[src/rtl/uart_pkg.sv]
// rtl/uart_pkg.sv - shared UART receiver types and bit-timing helpers
//
// Contents:
//   rx_state_t        receiver FSM state encoding
//   clks_per_bit()    clocks per serial bit (integer division)
//   half_bit()        clocks from start-bit edge to start-bit centre
package uart_pkg;

    typedef enum logic [1:0] {
        RX_IDLE  = 2'd0,
        RX_START = 2'd1,
        RX_DATA  = 2'd2,
        RX_STOP  = 2'd3
    } rx_state_t;

    function automatic int clks_per_bit(input int clk_freq, input int baud_rate);
        return clk_freq / baud_rate;
    endfunction

    function automatic int half_bit(input int clk_freq, input int baud_rate);
        return clks_per_bit(clk_freq, baud_rate) / 2;
    endfunction

endpackage

[src/rtl/sync_2ff.sv]
// rtl/sync_2ff.sv - two-flop synchronizer for a single asynchronous bit
//
// Ports:
//   clk     in   destination clock
//   rst_n   in   asynchronous active-low reset, both flops load RST_VAL
//   i_d     in   asynchronous input
//   o_q     out  synchronized output
module sync_2ff #(
    parameter logic RST_VAL = 1'b1
) (
    input  logic clk,
    input  logic rst_n,
    input  logic i_d,
    output logic o_q
);

    logic r_meta;
    logic r_sync;

    always_ff @(posedge clk or negedge rst_n) begin
        if (!rst_n) begin
            r_meta <= RST_VAL;
            r_sync <= RST_VAL;
        end else begin
            r_meta <= i_d;
            r_sync <= r_meta;
        end
    end

    assign o_q = r_sync;

endmodule

[src/rtl/uart_rx.sv]
// rtl/uart_rx.sv - 8N1 UART receiver with valid/ready output and error pulses
//
// Ports:
//   clk        in   system clock, rising edge
//   rst_n      in   asynchronous active-low reset
//   rx         in   serial line, idle high, asynchronous to clk
//   data_out   out  last received byte, LSB first on the wire
//   valid      out  data_out holds an unconsumed byte
//   ready      in   consumer takes data_out when valid && ready
//   busy       out  a frame is in progress
//   frame_err  out  one-cycle pulse, stop bit sampled low
//   overrun    out  one-cycle pulse, completed byte dropped while valid held
module uart_rx
    import uart_pkg::*;
#(
    parameter int CLK_FREQ  = 100_000_000,
    parameter int BAUD_RATE = 115200
) (
    input  logic       clk,
    input  logic       rst_n,
    input  logic       rx,
    output logic [7:0] data_out,
    output logic       valid,
    input  logic       ready,
    output logic       busy,
    output logic       frame_err,
    output logic       overrun
);

    localparam int CLKS_PER_BIT = clks_per_bit(CLK_FREQ, BAUD_RATE);
    localparam int HALF_BIT     = half_bit(CLK_FREQ, BAUD_RATE);
    localparam int CNT_W        = $clog2(CLKS_PER_BIT) + 1;

    localparam logic [CNT_W-1:0] FULL_LAST = CNT_W'(CLKS_PER_BIT - 1);
    localparam logic [CNT_W-1:0] HALF_LAST = CNT_W'(HALF_BIT - 1);

    logic             w_rx_s;
    rx_state_t        r_state;
    rx_state_t        w_state_nxt;
    logic [CNT_W-1:0] r_cnt;
    logic [CNT_W-1:0] w_cnt_nxt;
    logic [2:0]       r_idx;
    logic [2:0]       w_idx_nxt;
    logic [7:0]       r_shift;
    logic [7:0]       w_shift_nxt;
    logic             w_stop_sample;
    logic             w_byte_done;
    logic             w_frame_bad;
    logic [7:0]       r_data;
    logic             r_valid;
    logic             r_frame_err;
    logic             r_overrun;

    sync_2ff #(
        .RST_VAL(1'b1)
    ) u_sync_rx (
        .clk  (clk),
        .rst_n(rst_n),
        .i_d  (rx),
        .o_q  (w_rx_s)
    );

    always_ff @(posedge clk or negedge rst_n) begin
        if (!rst_n) begin
            r_state <= RX_IDLE;
            r_cnt   <= '0;
            r_idx   <= '0;
            r_shift <= '0;
        end else begin
            r_state <= w_state_nxt;
            r_cnt   <= w_cnt_nxt;
            r_idx   <= w_idx_nxt;
            r_shift <= w_shift_nxt;
        end
    end

    always_comb begin
        w_state_nxt   = r_state;
        w_cnt_nxt     = r_cnt;
        w_idx_nxt     = r_idx;
        w_shift_nxt   = r_shift;
        w_stop_sample = 1'b0;
        case (r_state)
            RX_IDLE: begin
                w_cnt_nxt = '0;
                if (!w_rx_s) begin
                    w_state_nxt = RX_START;
                end
            end
            RX_START: begin
                // Re-check the line at the start-bit centre; a high level here
                // was a glitch and the frame is silently dropped.
                if (r_cnt == HALF_LAST) begin
                    w_cnt_nxt   = '0;
                    w_idx_nxt   = '0;
                    w_state_nxt = w_rx_s ? RX_IDLE : RX_DATA;
                end else begin
                    w_cnt_nxt = r_cnt + CNT_W'(1);
                end
            end
            RX_DATA: begin
                if (r_cnt == FULL_LAST) begin
                    w_cnt_nxt          = '0;
                    w_shift_nxt[r_idx] = w_rx_s;
                    if (r_idx == 3'd7) begin
                        w_state_nxt = RX_STOP;
                    end else begin
                        w_idx_nxt = r_idx + 3'd1;
                    end
                end else begin
                    w_cnt_nxt = r_cnt + CNT_W'(1);
                end
            end
            RX_STOP: begin
                // Leave at the stop-bit centre so the next start edge is seen
                // even when frames arrive back to back.
                if (r_cnt == FULL_LAST) begin
                    w_cnt_nxt     = '0;
                    w_stop_sample = 1'b1;
                    w_state_nxt   = RX_IDLE;
                end else begin
                    w_cnt_nxt = r_cnt + CNT_W'(1);
                end
            end
            default: begin
                w_state_nxt = RX_IDLE;
                w_cnt_nxt   = '0;
            end
        endcase
    end

    assign w_byte_done = w_stop_sample & w_rx_s;
    assign w_frame_bad = w_stop_sample & ~w_rx_s;

    always_ff @(posedge clk or negedge rst_n) begin
        if (!rst_n) begin
            r_data      <= 8'h00;
            r_valid     <= 1'b0;
            r_frame_err <= 1'b0;
            r_overrun   <= 1'b0;
        end else begin
            r_frame_err <= w_frame_bad;
            r_overrun   <= 1'b0;
            if (w_byte_done) begin
                // A byte consumed in the same cycle frees the holding register.
                if (!r_valid || ready) begin
                    r_data  <= r_shift;
                    r_valid <= 1'b1;
                end else begin
                    r_overrun <= 1'b1;
                end
            end else if (r_valid && ready) begin
                r_valid <= 1'b0;
            end
        end
    end

    assign data_out  = r_data;
    assign valid     = r_valid;
    assign busy      = (r_state != RX_IDLE);
    assign frame_err = r_frame_err;
    assign overrun   = r_overrun;

endmodule

[config.mk]
export PLATFORM = sky130hd
export DESIGN_NAME = uart_rx
export DESIGN_NICKNAME = d
export VERILOG_FILES = /design/src/rtl/uart_pkg.sv /design/src/rtl/sync_2ff.sv /design/src/rtl/uart_rx.sv
export SDC_FILE = /design/constraint.sdc
export NUM_CORES = 1
export LEC_CHECK = 0
export CORE_MARGIN = 5
export CORE_UTILIZATION = 50
export CTS_CLUSTER_DIAMETER = 100
export DETAILED_ROUTE_END_ITERATION = 12
export PLACE_DENSITY = 0.8
export REMOVE_ABC_BUFFERS = 1
export SLEW_MARGIN = 25
export SYNTH_ARGS = -nofsm -noshare
export SYNTH_HDL_FRONTEND = slang
export SYNTH_HIERARCHICAL = 1
export SYNTH_SLANG_ARGS = --single-unit
[constraint.sdc]
create_clock -name clk -period 5.8 [get_ports clk]
set_input_delay 1.16 -clock clk [delete_from_list [all_inputs] [get_ports clk]]
set_output_delay 1.16 -clock clk [all_outputs]
set_load 0.05 [all_outputs]
==> reports/metrics.cfg <==
[cts]
htreeDepth = 2
cts_sinks = 37
clockRootBuffer = clkbuf_4
clock_latency_ns = 0.34
path_clk_slew_ns = 0.10
clockBufferDepth = 2
ctsResizeCount = 0
cts_tree = built
postCtsHoldBufs = 0
post_cts_buffers = 0
cts_made_buffers = 5

[yosys]
synth_top_family_by_area = simple AND/OR/NAND/NOR gates
synthDominantCellAreaShare_pct = 50.87
ys_ff_latch = 37
synth-async-reset-ratio_pct = 100.0
synth-compound-area-share_pct = 4.869
yosysTopAreaCell = dfrtp_1
synth.distinct_cells = 37
muxShareOfSynthArea_pct = 11.12
synthAdderAreaFrac_pct = 2.907
synthCells = 144
ys.flop_type = dfrtp_1
yosys.area_share.simple_pct = 19.69
synthXorXnorAreaFrac_pct = 4.578
synth.top_cells.by_count = dfrtp_1 (35), nor2_1 (16), mux2_2 (15)
synth_seq_area_share_pct = 53.92
syn_area_sq_um = 1722
syn_area_per_cell_sq_um = 11.96
synthTopCellsByArea = dfrtp_1 (51%), mux2_2 (9.8%), nor2_1 (3.5%)
synth-warning-count = 6
synth.most_common_cell = dfrtp_1
synth_edf_count = 0

[floorplanning]
pin_count = 16
die_area_sq_um = 4717
die_h_um = 68.68
die_width_um = 68.68
start_util_pct = 51.59
std_cell_rows = 21
core_area_sq_um = 3337

[critical_path]
cp_max_fo = 13
start_kind = register
crit_path_end_kind = primary output
ff2ff_path_depth = 6
crit_type = reg2out
cp.arrival_ns = 1.92
crit_required_ns = 4.64

[cells_and_area]
areaGrowthSynthToFinish_pct = 14.68
drive_gt1_share_pct = 19.75
antenna_cells = 0
finalNetCount = 170
final_util_pct = 59.17

[detailed_routing]
drc = 0
viasPerCell = 5.466
ant_nets = 0
drt_pass1_iterations = 4
vias = 1137
wire_per_inst_um = 14.13
first_iter_violations = 28
wl_um = 2940

[place]
routabilityCongestion = 0.8971
hpwl_um = 2152
io_buffer_count = 15

[timing]
slew_headroom_pct = 65.86
fin_crit_ns = 3.076
hold_viol = 0
worst_pin_slew_ns = 0.5105
clock.fmax_mhz = 325.1
finClkSkew_ns = 0.01267
rsz0062_at_grt = no
finalCritPeriodShare_pct = 53.03
finalSetupViolCount = 0
tns_ns = 0
report.final.slew_viol_count = 0

[grt]
grt_overflow = 0
grt_pass1_vias = 1133
grt_use_total_pct = 14.82
antenna_found_initial = 0
grt_start_max_net_pins = 38
grt_pass1_wl_um = 5050

[worst_hold_path]
hold_class = reg2reg
hold_depth = 0

[run_status]
status = complete, no violations

[power]
power.density_nw_per_um2 = 220.1
ir_drop_mv = 0.2021
p_leak_nw = 0.8974

[flow_run]
drv_cap = 0

## power breakdown
part	switching (W)	internal, W
Sequential	0.00000120	0.000259
Combinational	0.00000490	0.00000234
Clock	0.0000793	0.0000878
## flip-flops by register name (all words and copies together) (netlist names), named ones only
| register | flops |
|---|---|
| r_cnt | 11 |
| data_out | 8 |
| r_shift | 8 |
| r_idx | 3 |
| frame_err | 1 |
| overrun | 1 |
| r_state | 1 |
| u_sync_rx/o_q | 1 |
| u_sync_rx/r_meta | 1 |
| valid | 1 |
## per-stage QoR
| step | total power, W | cell area, sq um | setup WS (ns) | hold WS [ns] | std cells |
|---|---|---|---|---|---|
| after floorplan | 0.0002651 | 1687 | 3.657 | 0.3452 | 139 |
| after global placement | 0.0002728 | 1902 | 3.106 | 0.3471 | 201 |
| after detailed placement | 0.0002730 | 1902 | 3.079 | 0.3476 | 201 |
| after CTS | 0.0004401 | 1974 | 2.704 | 0.3627 | 208 |
| after global routing | 0.0004537 | 1974 | 2.652 | 0.3686 | 208 |
| final | 0.0004347 | 1974 | 2.724 | 0.3610 | 208 |
## worst max-delay path: stages (launching register included)
cell	delay, ns
dfrtp_1	0.53
or2_2	0.36
clkdlybuf4s50_1	0.70
## per-layer routing
layer	share of wire [%]	vias to the layer above	GRT usage (%)
li1	-	542	-
met1	39	571	14.85
met2	56	17	27.77
met3	3.4	7	4.376
met4	1.8	0	6.700
met5	0	-	0
## logic make-up after synthesis
group           Yosys count
mux                      17
buf+inv                   9
compound gates            9
flops                    37
fa+ha+maj                 4
simple gates             59
xor+xnor                  9
## worst paths after layout
| check | to | slack, ns | from |
|---|---|---|---|
| min reg2reg | u_sync_rx/o_q | 0.36 | u_sync_rx/r_meta |
| max | busy | 2.72 | register |
| min | u_sync_rx/o_q | 0.36 | u_sync_rx/r_meta |
| min in group asynchronous | data_out[7] | 1.24 | rst_n |
| max reg2reg | r_idx[0] | 3.51 | r_idx[1] |
| max in group asynchronous | u_sync_rx/r_meta | 4.21 | rst_n |
## cell usage in the layout (no fill, tap or decap), drive strengths merged, types with 2 or more instances in the layout
cell            n
dfrtp          35
mux2           17
nor2           16
clkdlybuf4s50  15
nand2           9
nand3           7
xnor2           6
clkbuf          5
nor4            5
inv             4
ha              4
nand3b          3
and3            3
xor2            3
or3             2
nand4           2
nor3            2
or3b            2
nor2b           2
o41ai           2
a22o            2
dfstp           2
## layout make-up
| type | count | area [sq um] |
|---|---|---|
| repair buffers | 16 | 157.7 |
| well taps | 46 | 57.56 |
| inverters | 4 | 15.01 |
| clock inverters | 2 | 35.03 |
| fillers | 293 | 1363 |
| multi-input cells | 98 | 743.2 |
| flip-flops and latches | 37 | 928.4 |
| clock buffers | 5 | 37.54 |
(Power assumes the default switching activity.)
